## src/rtl/lc3_mem_sequencer_pkg.sv

```systemverilog
// Shared LC3 definitions for the memory sequencer.
//   - LC3 word/address widths (defaults for the sequencer parameters)
//   - seq_state_e : sequencer FSM states
//   - mem_op_e    : access type codes presented on mem_op
//   - MS_*        : phase codes driven on mem_state
package lc3_mem_sequencer_pkg;

  localparam int LC3_WORD_W = 16;
  localparam int LC3_ADDR_W = 16;

  typedef enum logic [2:0] {
    ST_IDLE,
    ST_IND,
    ST_RD,
    ST_WR,
    ST_DONE,
    ST_ERR
  } seq_state_e;

  typedef enum logic [1:0] {
    OP_READ      = 2'd0,
    OP_WRITE     = 2'd1,
    OP_READ_IND  = 2'd2,
    OP_WRITE_IND = 2'd3
  } mem_op_e;

  localparam logic [1:0] MS_READ  = 2'b00;
  localparam logic [1:0] MS_WRITE = 2'b01;
  localparam logic [1:0] MS_IND   = 2'b10;
  localparam logic [1:0] MS_IDLE  = 2'b11;

endpackage

```

## src/rtl/lc3_mem_sequencer.sv

```systemverilog
// LC3 memory access sequencer.
// Runs one read, write, read-indirect or write-indirect access against a
// memory that signals the end of each phase with complete_data. Each phase
// (IND, RD, WR) has a wait budget of TIMEOUT cycles; running out of budget
// produces a one-cycle error pulse instead of done.
// Ports:
//   clock, reset         : clock, synchronous active-high reset
//   start, mem_op        : request and access type (sampled only in IDLE)
//   M_Addr, M_Data       : access/pointer address and store data
//   complete_data        : memory finished the current phase
//   Data_dout            : memory read data
//   Data_addr, Data_din  : memory address / write data (from registers)
//   Data_rd              : 1=read, 0=write strobe (0 only in WR)
//   mem_state            : 00=read, 01=write, 10=indirect addr read, 11=idle
//   memout               : last completed load value
//   busy, done, error    : not-idle, completion pulse, timeout pulse
// Handshake: a phase ends on the first clock edge in that phase where
// complete_data=1; start is acted upon only at an edge seen in IDLE.
module lc3_mem_sequencer
  import lc3_mem_sequencer_pkg::*;
#(
  parameter int DATA_W  = LC3_WORD_W,
  parameter int ADDR_W  = LC3_ADDR_W,
  parameter int TIMEOUT = 15
) (
  input  logic              clock,
  input  logic              reset,
  input  logic              start,
  input  logic [1:0]        mem_op,
  input  logic [ADDR_W-1:0] M_Addr,
  input  logic [DATA_W-1:0] M_Data,
  input  logic              complete_data,
  input  logic [DATA_W-1:0] Data_dout,
  output logic [ADDR_W-1:0] Data_addr,
  output logic [DATA_W-1:0] Data_din,
  output logic              Data_rd,
  output logic [1:0]        mem_state,
  output logic [DATA_W-1:0] memout,
  output logic              busy,
  output logic              done,
  output logic              error
);

  localparam int CNT_W = $clog2(TIMEOUT + 1);
  localparam logic [CNT_W-1:0] CNT_LAST = CNT_W'(TIMEOUT - 1);

  seq_state_e        state_q, state_d;
  logic [ADDR_W-1:0] addr_q, addr_d;
  logic [DATA_W-1:0] data_q, data_d;
  logic [DATA_W-1:0] memout_q, memout_d;
  logic [CNT_W-1:0]  cnt_q, cnt_d;
  logic              ind_wr_q, ind_wr_d;  // indirect op continues as a write
  logic [ADDR_W-1:0] ptr_addr;

  // Pointer fetched in IND becomes the effective address, zero-extended
  // when the address bus is wider than the data bus.
  generate
    if (ADDR_W <= DATA_W) begin : g_ptr_trunc
      assign ptr_addr = Data_dout[ADDR_W-1:0];
    end else begin : g_ptr_zext
      assign ptr_addr = {{(ADDR_W - DATA_W){1'b0}}, Data_dout};
    end
  endgenerate

  // State register and datapath flops
  always_ff @(posedge clock) begin
    if (reset) begin
      state_q  <= ST_IDLE;
      addr_q   <= '0;
      data_q   <= '0;
      memout_q <= '0;
      cnt_q    <= '0;
      ind_wr_q <= 1'b0;
    end else begin
      state_q  <= state_d;
      addr_q   <= addr_d;
      data_q   <= data_d;
      memout_q <= memout_d;
      cnt_q    <= cnt_d;
      ind_wr_q <= ind_wr_d;
    end
  end

  // Next-state and datapath update
  always_comb begin
    state_d  = state_q;
    addr_d   = addr_q;
    data_d   = data_q;
    memout_d = memout_q;
    cnt_d    = cnt_q;
    ind_wr_d = ind_wr_q;
    case (state_q)
      ST_IDLE: begin
        if (start) begin
          addr_d   = M_Addr;
          data_d   = M_Data;
          ind_wr_d = mem_op[0];
          cnt_d    = '0;
          if (mem_op[1])             state_d = ST_IND;
          else if (mem_op == OP_READ) state_d = ST_RD;
          else                        state_d = ST_WR;
        end
      end
      ST_IND, ST_RD, ST_WR: begin
        if (complete_data) begin
          cnt_d = '0;
          case (state_q)
            ST_IND: begin
              addr_d  = ptr_addr;
              state_d = ind_wr_q ? ST_WR : ST_RD;
            end
            ST_RD: begin
              memout_d = Data_dout;
              state_d  = ST_DONE;
            end
            default: state_d = ST_DONE;
          endcase
        end else if (cnt_q == CNT_LAST) begin
          // Last cycle of the phase budget passed without completion.
          cnt_d   = '0;
          state_d = ST_ERR;
        end else begin
          cnt_d = cnt_q + CNT_W'(1);
        end
      end
      ST_DONE: state_d = ST_IDLE;
      ST_ERR:  state_d = ST_IDLE;
      default: state_d = ST_IDLE;
    endcase
  end

  // Outputs
  always_comb begin
    busy      = (state_q != ST_IDLE);
    done      = (state_q == ST_DONE);
    error     = (state_q == ST_ERR);
    Data_rd   = (state_q != ST_WR);
    Data_addr = addr_q;
    Data_din  = data_q;
    memout    = memout_q;
    case (state_q)
      ST_IND:  mem_state = MS_IND;
      ST_RD:   mem_state = MS_READ;
      ST_WR:   mem_state = MS_WRITE;
      default: mem_state = MS_IDLE;
    endcase
  end

endmodule

```

## config.mk

```make
export PLATFORM = sky130hd
export DESIGN_NAME = lc3_mem_sequencer
export DESIGN_NICKNAME = d
export VERILOG_FILES = /design/src/rtl/lc3_mem_sequencer_pkg.sv /design/src/rtl/lc3_mem_sequencer.sv
export SDC_FILE = /design/constraint.sdc
export NUM_CORES = 1
export LEC_CHECK = 0
export CAP_MARGIN = 20
export CELL_PAD_IN_SITES_DETAIL_PLACEMENT = 2
export CELL_PAD_IN_SITES_GLOBAL_PLACEMENT = 2
export CORE_MARGIN = 3
export CORE_UTILIZATION = 23
export DETAILED_ROUTE_END_ITERATION = 12
export GPL_TIMING_DRIVEN = 0
export HOLD_SLACK_MARGIN = 0.02
export PLACE_DENSITY_LB_ADDON = 0.1
export SYNTH_ARGS = -nofsm -noshare
export SYNTH_HDL_FRONTEND = slang
export SYNTH_SLANG_ARGS = --single-unit
```

## constraint.sdc

```tcl
create_clock -name clock -period 1.8 [get_ports clock]
set_input_delay 0.36 -clock clock [delete_from_list [all_inputs] [get_ports clock]]
set_output_delay 0.36 -clock clock [all_outputs]
set_load 0.1 [all_outputs]
```

==> results by stage, run 1 <==
Synthesis:
- The number of enable flip-flop cells after synthesis is 0.
- The area share of the largest cell type after synthesis is 45.5%.
- The share of synthesized cell area in full adder, half adder and majority cells is 1.02%.
- After synthesis, the cell types taking the most area are sky130_fd_sc_hd__dfxtp_1 46%, sky130_fd_sc_hd__a21oi_1 11%, sky130_fd_sc_hd__nand2_1 10%, sky130_fd_sc_hd__mux2i_1 6.5%, sky130_fd_sc_hd__a211oi_2 5.1%.
- The synthesized netlist net count is 337.
- The combinational family with the most area after synthesis is compound AO/OA/AOI/OAI gates.
- Yosys instantiated no cell more often than sky130_fd_sc_hd__nand2_1.
- Summed over all instances, the cell type with the most area after synthesis is sky130_fd_sc_hd__dfxtp_1.
- The instance count of the mapped netlist is 281.
- Of the total synthesized cell area, the portion taken by AND, OR, NAND and NOR gates is 18.5%.
- The post-synthesis sequential element count is 56.
- The warning count from the yosys run is 0.
- Summing the areas of all xor and xnor instances in the mapped netlist gives 0.711% of the synthesized area.
- Yosys mapped the design onto between 40 and 50 distinct sky130hd cell types.
- Summing the areas of all compound-gate instances in the mapped netlist gives 20.6% of the synthesized area.
- The proportion of synthesized area in mux cells is 7.11%.
- For this run, the leading register cell type out of synthesis is sky130_fd_sc_hd__dfxtp_1.
- In the synthesized netlist the async set-or-reset flop fraction comes to 0%.
- The average cell area after synthesis is 8.76 um^2.
- The fraction of the yosys area taken by sequential cells is 45.5%.
- The commonest cells after synthesis are 68 x sky130_fd_sc_hd__nand2_1, 56 x sky130_fd_sc_hd__dfxtp_1, 52 x sky130_fd_sc_hd__a21oi_1, 16 x sky130_fd_sc_hd__mux2i_1.
- The cell area after technology mapping is 2460 um^2.

Global route:
- The met1 track utilization from global routing is 18.7%.
- The largest net degree at the start of global routing is 18.
- The initial antenna violation count is 0.
- The residual overflow from global routing is 0.
- The first global-routing pass estimated ~14000 um of wire.
- The global routing usage on met3 is 2.58%.
- The layer flagged by global routing as most heavily used is met2.
- The number of global-route vias before repair is 2680.
- The combined global-route utilization of all metal layers is 14.9%.
- The fraction of met2 tracks used by global routing is 26.7%.

Routing:
- The final route contains 2460 vias.
- Once detail routing completed, the nets flagged for antenna violations numbered 0.
- The detail-routed net length per standard cell is 16.3 um.
- The routed design has 8720 um of wire.
- The DRC violation count after routing is 0.
- The post-detailed-route via-to-cell ratio is ~4.6.
- The detailed router finished its first iteration with 57 violations.
- The pre-antenna-repair detailed-routing pass consisted of 3 iterations.

Floorplanning:
- The floorplan has 37 rows.
- In this run the count of I/O pins placed on the die edge is 108.
- The overall die area is approximately 12000 um^2.
- The initial core utilization is 23.7%.
- The floorplan core area is 10400 um^2.
- From left edge to right edge, the die measures 109 um.
- From bottom edge to top edge, the die measures 109 um.

STA:
- At the pin with the least slew margin, the transition time is ~0.65 ns.
- The number of max-slew violations in the final report is 0.
- Headroom to the max-slew limit came out at 56.5%.
- The setup TNS is 0 ns.
- Setup violations remaining at the end of the flow were counted as 0.
- The final critical delay including setup and external delays is 1.77 ns.
- The top achievable clock speed is 564 MHz.
- After layout, the worst path uses between 90% and 100% of the clock period.
- The setup skew after layout is ~0.006 ns.
- The count of endpoints failing hold in the final timing report is 0.
- Setup repair after global routing could not meet its margin everywhere.

Clock tree:
- In this run the clock root is driven by a sky130_fd_sc_hd__clkbuf_8.
- Clock-pin slew was measured on the worst setup and hold paths at about 0.10 ns.
- The maximum buffer depth of the clock tree is 2.
- CTS saw 56 sinks.
- The clock tree synthesis step divided the H-tree into 2 levels.
- The number of buffers created by CTS is 5.
- The clock latency of the later-clocked register in the worst-skew pair is 0.31 ns.
- TritonCTS built the clock tree.
- Buffers inserted to repair hold after CTS numbered 0.

Worst setup path:
- The logic depth of the worst register-to-register path is 6.
- The worst setup path is of the flip-flop to output pin kind.
- The worst endpoint required time is 1.44 ns.
- The kind of launch point of the worst setup path is a flip-flop.
- The maximum fanout along the worst path is 6.
- The worst register-to-register path has a setup slack of about 0.17 ns.
- The worst path arrival time is 1.41 ns.
- The reg-to-reg critical path endpoint is Data_din[15].
- The startpoint identified for the worst register-to-register timing path is state_q[1].
- The sort of element at the end of the critical path is an output pin.

Pwr:
- The maximum VDD drop is 435 uV.
- For this design the static power due to leakage is 1.50 nW.
- Dividing total power by cell area gives a power density of between 1000 and 1500 nW/um^2.

Placed design:
- The count of buffers added on input and output ports is ~110.
- The half-perimeter wire length after detailed placement is 6650 um.
- Counting tap cells, the placed design contains a total of 524 instances.
- The congestion estimate from routability-driven global placement came to ~0.70.

Final layout:
- Once layout is complete, the cells apart from fillers number 536.
- The proportion of layout cells with a drive suffix above 1 is 27.3%.
- Compared with the post-synthesis result, the final layout area differs by 64.0%.
- The number of nets in the layout is 455.
- 0 antenna diodes ended up in the layout.

Status:
- The run finished with clean final reports.

Min path:
- The startpoint of the most critical hold path is memout[7].
- The hold path endpoint is memout[7].
- Along the worst hold path, the cell count comes to 2.
- The tightest min-delay check is of the flip-flop to flip-flop type.

Run:
- The tool flagged a number of max-cap violations equal to 0.
placed cells by master (no fill, tap or decap), drive strengths merged, types with 2 or more instances in the layout:
cell type / instances
a211oi: 17
a21oi: 52
a31oi: 2
buf: 25
clkbuf: 15
clkdlybuf4s15: 48
clkdlybuf4s50: 52
clkinvlp: 2
dfxtp: 56
ha: 2
inv: 2
mux2i: 16
nand2: 68
nand3: 4
nand4b: 2
nor2: 5
nor3: 2
nor3b: 2
nor4: 3
o21ai: 2
xor2: 2
worst max path at each step:
stage	to	start	slack, ns
floorplan	error	state_q[2]	-0.20
global placement	error	state_q[2]	-0.82
detailed placement	busy	state_q[1]	-0.87
CTS	Data_din[15]	start	0.0006
global route	error	state_q[2]	-0.07
finish	error	state_q[2]	0.03
metal layers:
metal | wire [um] | up-vias
li1 | - | 1206
met4 | 81 | 0
met1 | 3790 | 1191
met5 | 0 | -
met2 | 4460 | 56
met3 | 392 | 7
timing repair:
action,CTS,global route
hold endpoints to repair,0,0
pin swaps,2,0
gates resized for setup,206,16
endpoints found under the setup margin,60,45
buffers inserted,6,1
area by class of cell:
class                           instances  area [um^2]
Fill cell                            1180         6330
Clock inverter                          3         42.5
Buffer                                 22          179
Multi-Input combinational cell        197         1220
Clock buffer                            5         68.8
Inverter                                3         15.0
Tap cell                              136          170
Sequential cell                        56         1130
Timing Repair Buffer                  114         1210
power breakdown:
part	internal, mW	switching, mW	leakage (nW)
Combinational	0.666	1.54	0.983
Clock	0.413	0.427	0.0541
Sequential	1.37	0.0841	0.461
cell families after synthesis:
family / Yosys count
xor+xnor: 2
buf+inv: 28
fa+ha+maj: 2
mux: 17
simple gates: 97
compound gates: 79
flops: 56
registers in the layout, summed over array words and instances (netlist names):
register	cells
Data_addr	16
Data_din	16
memout	16
cnt_q	4
state_q	3
ind_wr_q	1
stage by stage:
step                setup WS, ns  utilization (%)  power, mW  hold slack (ns)  cell area (um^2)
global route             -0.0663             38.9       4.77            0.483              4040
detailed placement        -0.866             35.9       3.67            0.449              3720
finish                    0.0284             38.9       4.51            0.462              4040
global placement          -0.817             35.9       3.64            0.442              3720
floorplan                 -0.197                -       3.09            0.437              2480
CTS                     0.000622             38.5       4.57            0.465              4000
worst max-delay path, cell delays in order (launching register included):
cell                         delay [ns]
sky130_fd_sc_hd__dfxtp_4           0.37
sky130_fd_sc_hd__clkbuf_16         0.14
sky130_fd_sc_hd__clkinvlp_4        0.15
sky130_fd_sc_hd__nor3b_4           0.24
sky130_fd_sc_hd__buf_12            0.20
No activity file was read; power rests on OpenSTA's default activity.
==> run 2, diff against run 1 <==
Settings changed: CORE_MARGIN 3 to 10, HOLD_SLACK_MARGIN 0.02 to not set.
==> results by stage, run 2 (synthesis gave the netlist of run 1 again) <==
Worst setup path:
- The sum of buffers and inverters on the critical path is 2 (-1).
- The category of cells accounting for the largest share of critical-path delay is flip-flops.
- The slowest stage of the critical path belongs to the cell sky130_fd_sc_hd__dfxtp_4.
- The logic depth of the worst register-to-register path was 6 (unchanged).
- The worst setup path is captured at an output pin.
- The maximum fanout along the worst path is 7 (+1).
- The reg-to-reg critical path endpoint is Data_din[12].
- The kind of launch point of the worst setup path is a flip-flop.
- The startpoint-to-endpoint class of the critical path is flip-flop to output pin.
- The longest individual stage delay on the worst path is 0.39 ns (+0.02 ns).
- The worst setup slack for register-to-register paths is 0.11 ns (-0.06 ns).
- In this run the critical register-to-register path is launched from state_q[0].
- The worst path arrival time is 1.39 ns (-0.02 ns).
- Walking the worst path, the cells encountered are buf_8 > or3_4 > buf_12.
- The worst endpoint required time is 1.44 ns (about the same).

Final layout:
- In the layout the commonest cells are 68 x sky130_fd_sc_hd__nand2_1, 53 x sky130_fd_sc_hd__dfxtp_1, 52 x sky130_fd_sc_hd__a21oi_1.
- The filler cell count in the final layout is 1160 (-1.7%).
- Leaving out fill and tap cells, the most frequent cell in the layout is sky130_fd_sc_hd__nand2_1.
- The antenna diode instance count was 0 (unchanged).
- The proportion of layout cells with a drive suffix above 1 is 27.1% (-0.14 points).
- The number of nets in the layout was 457 (+0.44%).
- The final instance area is 4030 um^2 (-0.22%).
- The core occupancy in the finished layout is 38.9% (-0.085 points).
- The area growth from synthesis to layout is 63.7%.

STA:
- The post-route worst setup slack is 0.0499 ns (+0.0215 ns).
- The worst slew margin relative to its limit was 58.7% (+2.1 points).
- The minimum hold slack is 0.464 ns (+0.00185 ns).
- Setup repair after global routing could not meet its margin everywhere.
- The slew at the pin closest to its max-slew limit is 0.620 ns (-0.0320 ns).
- The portion of the clock cycle consumed by the worst path in the final layout came to 97.2% (-1.2 points).
- The top achievable clock speed is 571 MHz (+1.2%).
- The final setup violation count came to 0 (unchanged).
- The number of max-slew violations in the final report came to 0 (unchanged).
- The final critical delay including setup and external delays is 1.75 ns (-0.0215 ns).
- The setup skew after layout was 0.00905 ns (+0.00303 ns).
- The count of endpoints failing hold in the final timing report is 0 (unchanged).

Min path:
- The min-delay analysis places its worst path in the category flip-flop to flip-flop.
- The hold path endpoint is Data_din[10].
- The worst hold path cell count came to 2 (unchanged).
- The startpoint of the most critical hold path is Data_din[10].

Floorplanning:
- The initial core utilization is 23.7% (unchanged).
- The die outline height was 123 um (+13%).
- The overall die area is 15200 um^2 (+27%).
- The die span in x was 123 um (+13%).
- The floorplan row count is 37 (unchanged).
- The boundary pin count is 108 (unchanged).
- The floorplan core area is 10400 um^2 (unchanged).

Clock tree:
- The clock latency of the later-clocked register in the worst-skew pair came to 0.31 ns (about the same).
- The number of buffers created by CTS is 5 (unchanged).
- The number of H-tree levels is 2 (unchanged).
- The CTS tree is yes.
- The clock transition at the registers of the reported paths is 0.11 ns (about the same).
- The tree is rooted in a sky130_fd_sc_hd__clkbuf_8.
- The count of hold buffers inserted by post-cts repair is 0 (unchanged).
- The number of sinks handled by clock tree synthesis is 56 (unchanged).
- The maximum buffer depth of the clock tree is 2 (unchanged).

Placed design:
- The half-perimeter wire length after detailed placement is 7450 um (+12%).
- The final estimated routing congestion in global placement is 0.726 (+3.4%).
- The cell area after placement is 3720 um^2 (unchanged).
- The count of port buffers added during placement is 107 (unchanged).
- The pre-CTS setup slack is -0.862 ns (+0.00364 ns).

Pwr:
- The switching portion of total power is 45.8% (+0.18 points).
- The share of total power in the clock network is 18.5% (about the same).
- The reported net switching power is 2.08 mW (+1.2%).
- The ratio of total power to cell area came to 1130 nW/um^2 (+1.0%).
- The share of total power in sequential cells is 32.0% (-0.4 points).
- The total power is 4.54 mW (+0.78%).
- The internal power was 2.46 mW (+0.44%).
- The leakage power figure is 1.51 nW (+0.62%).
- The maximum VDD drop is 429 uV (-1.5%).
- The combinational fraction of design power is 49.5% (+0.5 points).

Status:
- The run finished with clean final reports.

Routing:
- The overall routed net length is 9690 um (+11%).
- The number of vias in the routed layout is 2452 (-0.33%).
- The first-pass iteration count of the detailed router is 4 (+1).
- The detail-routed net length per standard cell is 18.0 um (+11%).
- The post-detailed-route via-to-cell ratio was 4.56 (-0.70%).
- The DRC violation count after routing is 0 (unchanged).
- The count of antenna-violating nets left after detailed routing came to 0 (unchanged).
- The violation count after the first detailed-route iteration is 81 (+42%).

Global route:
- The number of global-route vias before repair is 2747 (+2.5%).
- The initial antenna violation count is 0 (unchanged).
- The wire length of the first global-routing pass is 15000 um (+7.8%).
- The largest net degree at the start of global routing is 18 (unchanged).
- The residual overflow from global routing is 0 (unchanged).
- The combined global-route utilization of all metal layers was 12.4% (-2.5 points).

Run:
- The max-cap check violation count was 0 (unchanged).
==> run 2: worst min-delay path, delay by kind of cell (launching register included) <==
kind / cells / cell delay (ns)
flops: 1 / 0.32
simple gates: 1 / 0.05
compound gates: 1 / 0.05
==> run 2: layout make-up <==
type	instances	area (um^2)	area share [%]
Multi-Input combinational cell	197	1210	30.0
Inverter	3	15.0	0.373
Tap cell	136	170	4.22
Sequential cell	56	1130	28.1
Clock inverter	3	42.5	1.06
Buffer	21	150	3.73
Timing Repair Buffer	117	1240	30.8
Clock buffer	5	68.8	1.71
==> run 2: through the flow <==
stage | instances | TNS (ns)
after floorplan | 281 | -0.471
after detailed placement | 524 | -18.40
after global placement | 524 | -16.86
after CTS | 533 | 0
final | 538 | 0
after global routing | 538 | -0.0500
==> run 2: power by group through the flow <==
stage	clock (mW)	sequential (mW)	combinational (mW)
3_3_place_gp	0	1.46	2.19
2_1_floorplan	0	2.31	0.778
6_report	0.840	1.45	2.25
4_1_cts	0.891	1.45	2.25
5_1_grt	0.935	1.48	2.38
3_5_place_dp	0	1.47	2.22
==> run 2: routing by layer <==
layer / track usage [%] / share of wire, % / vias to the layer above
li1: - / - / 1212
met1: 15.1 / 43 / 1180
met2: 21.9 / 52 / 55
met3: 2.78 / 4.7 / 5
met4: 2.62 / 0.63 / 0
met5: 0 / 0 / -
==> run 2: worst max-delay path by stage <==
stage	from	end	slack (ns)	cells after the start
5_1_grt	reset	Data_din[9]	-0.03	4
3_3_place_gp	state_q[2]	error	-0.83	4
3_5_place_dp	state_q[1]	mem_state[0]	-0.86	5
2_1_floorplan	state_q[2]	error	-0.20	3
6_report	state_q[1]	busy	0.05	3
4_1_cts	start	Data_din[15]	0.0004	5
==> run 2: timing repair <==
item	in CTS	in global routing
pin swaps	2	2
buffers inserted	3	7
resized for setup	207	11
setup endpoints to repair	59	37
==> run 3, diff against run 2 <==
Settings changed: SLEW_MARGIN set to 10.
==> results of run 3 <==
Final layout, timing and power as in run 2 (identical DEF).
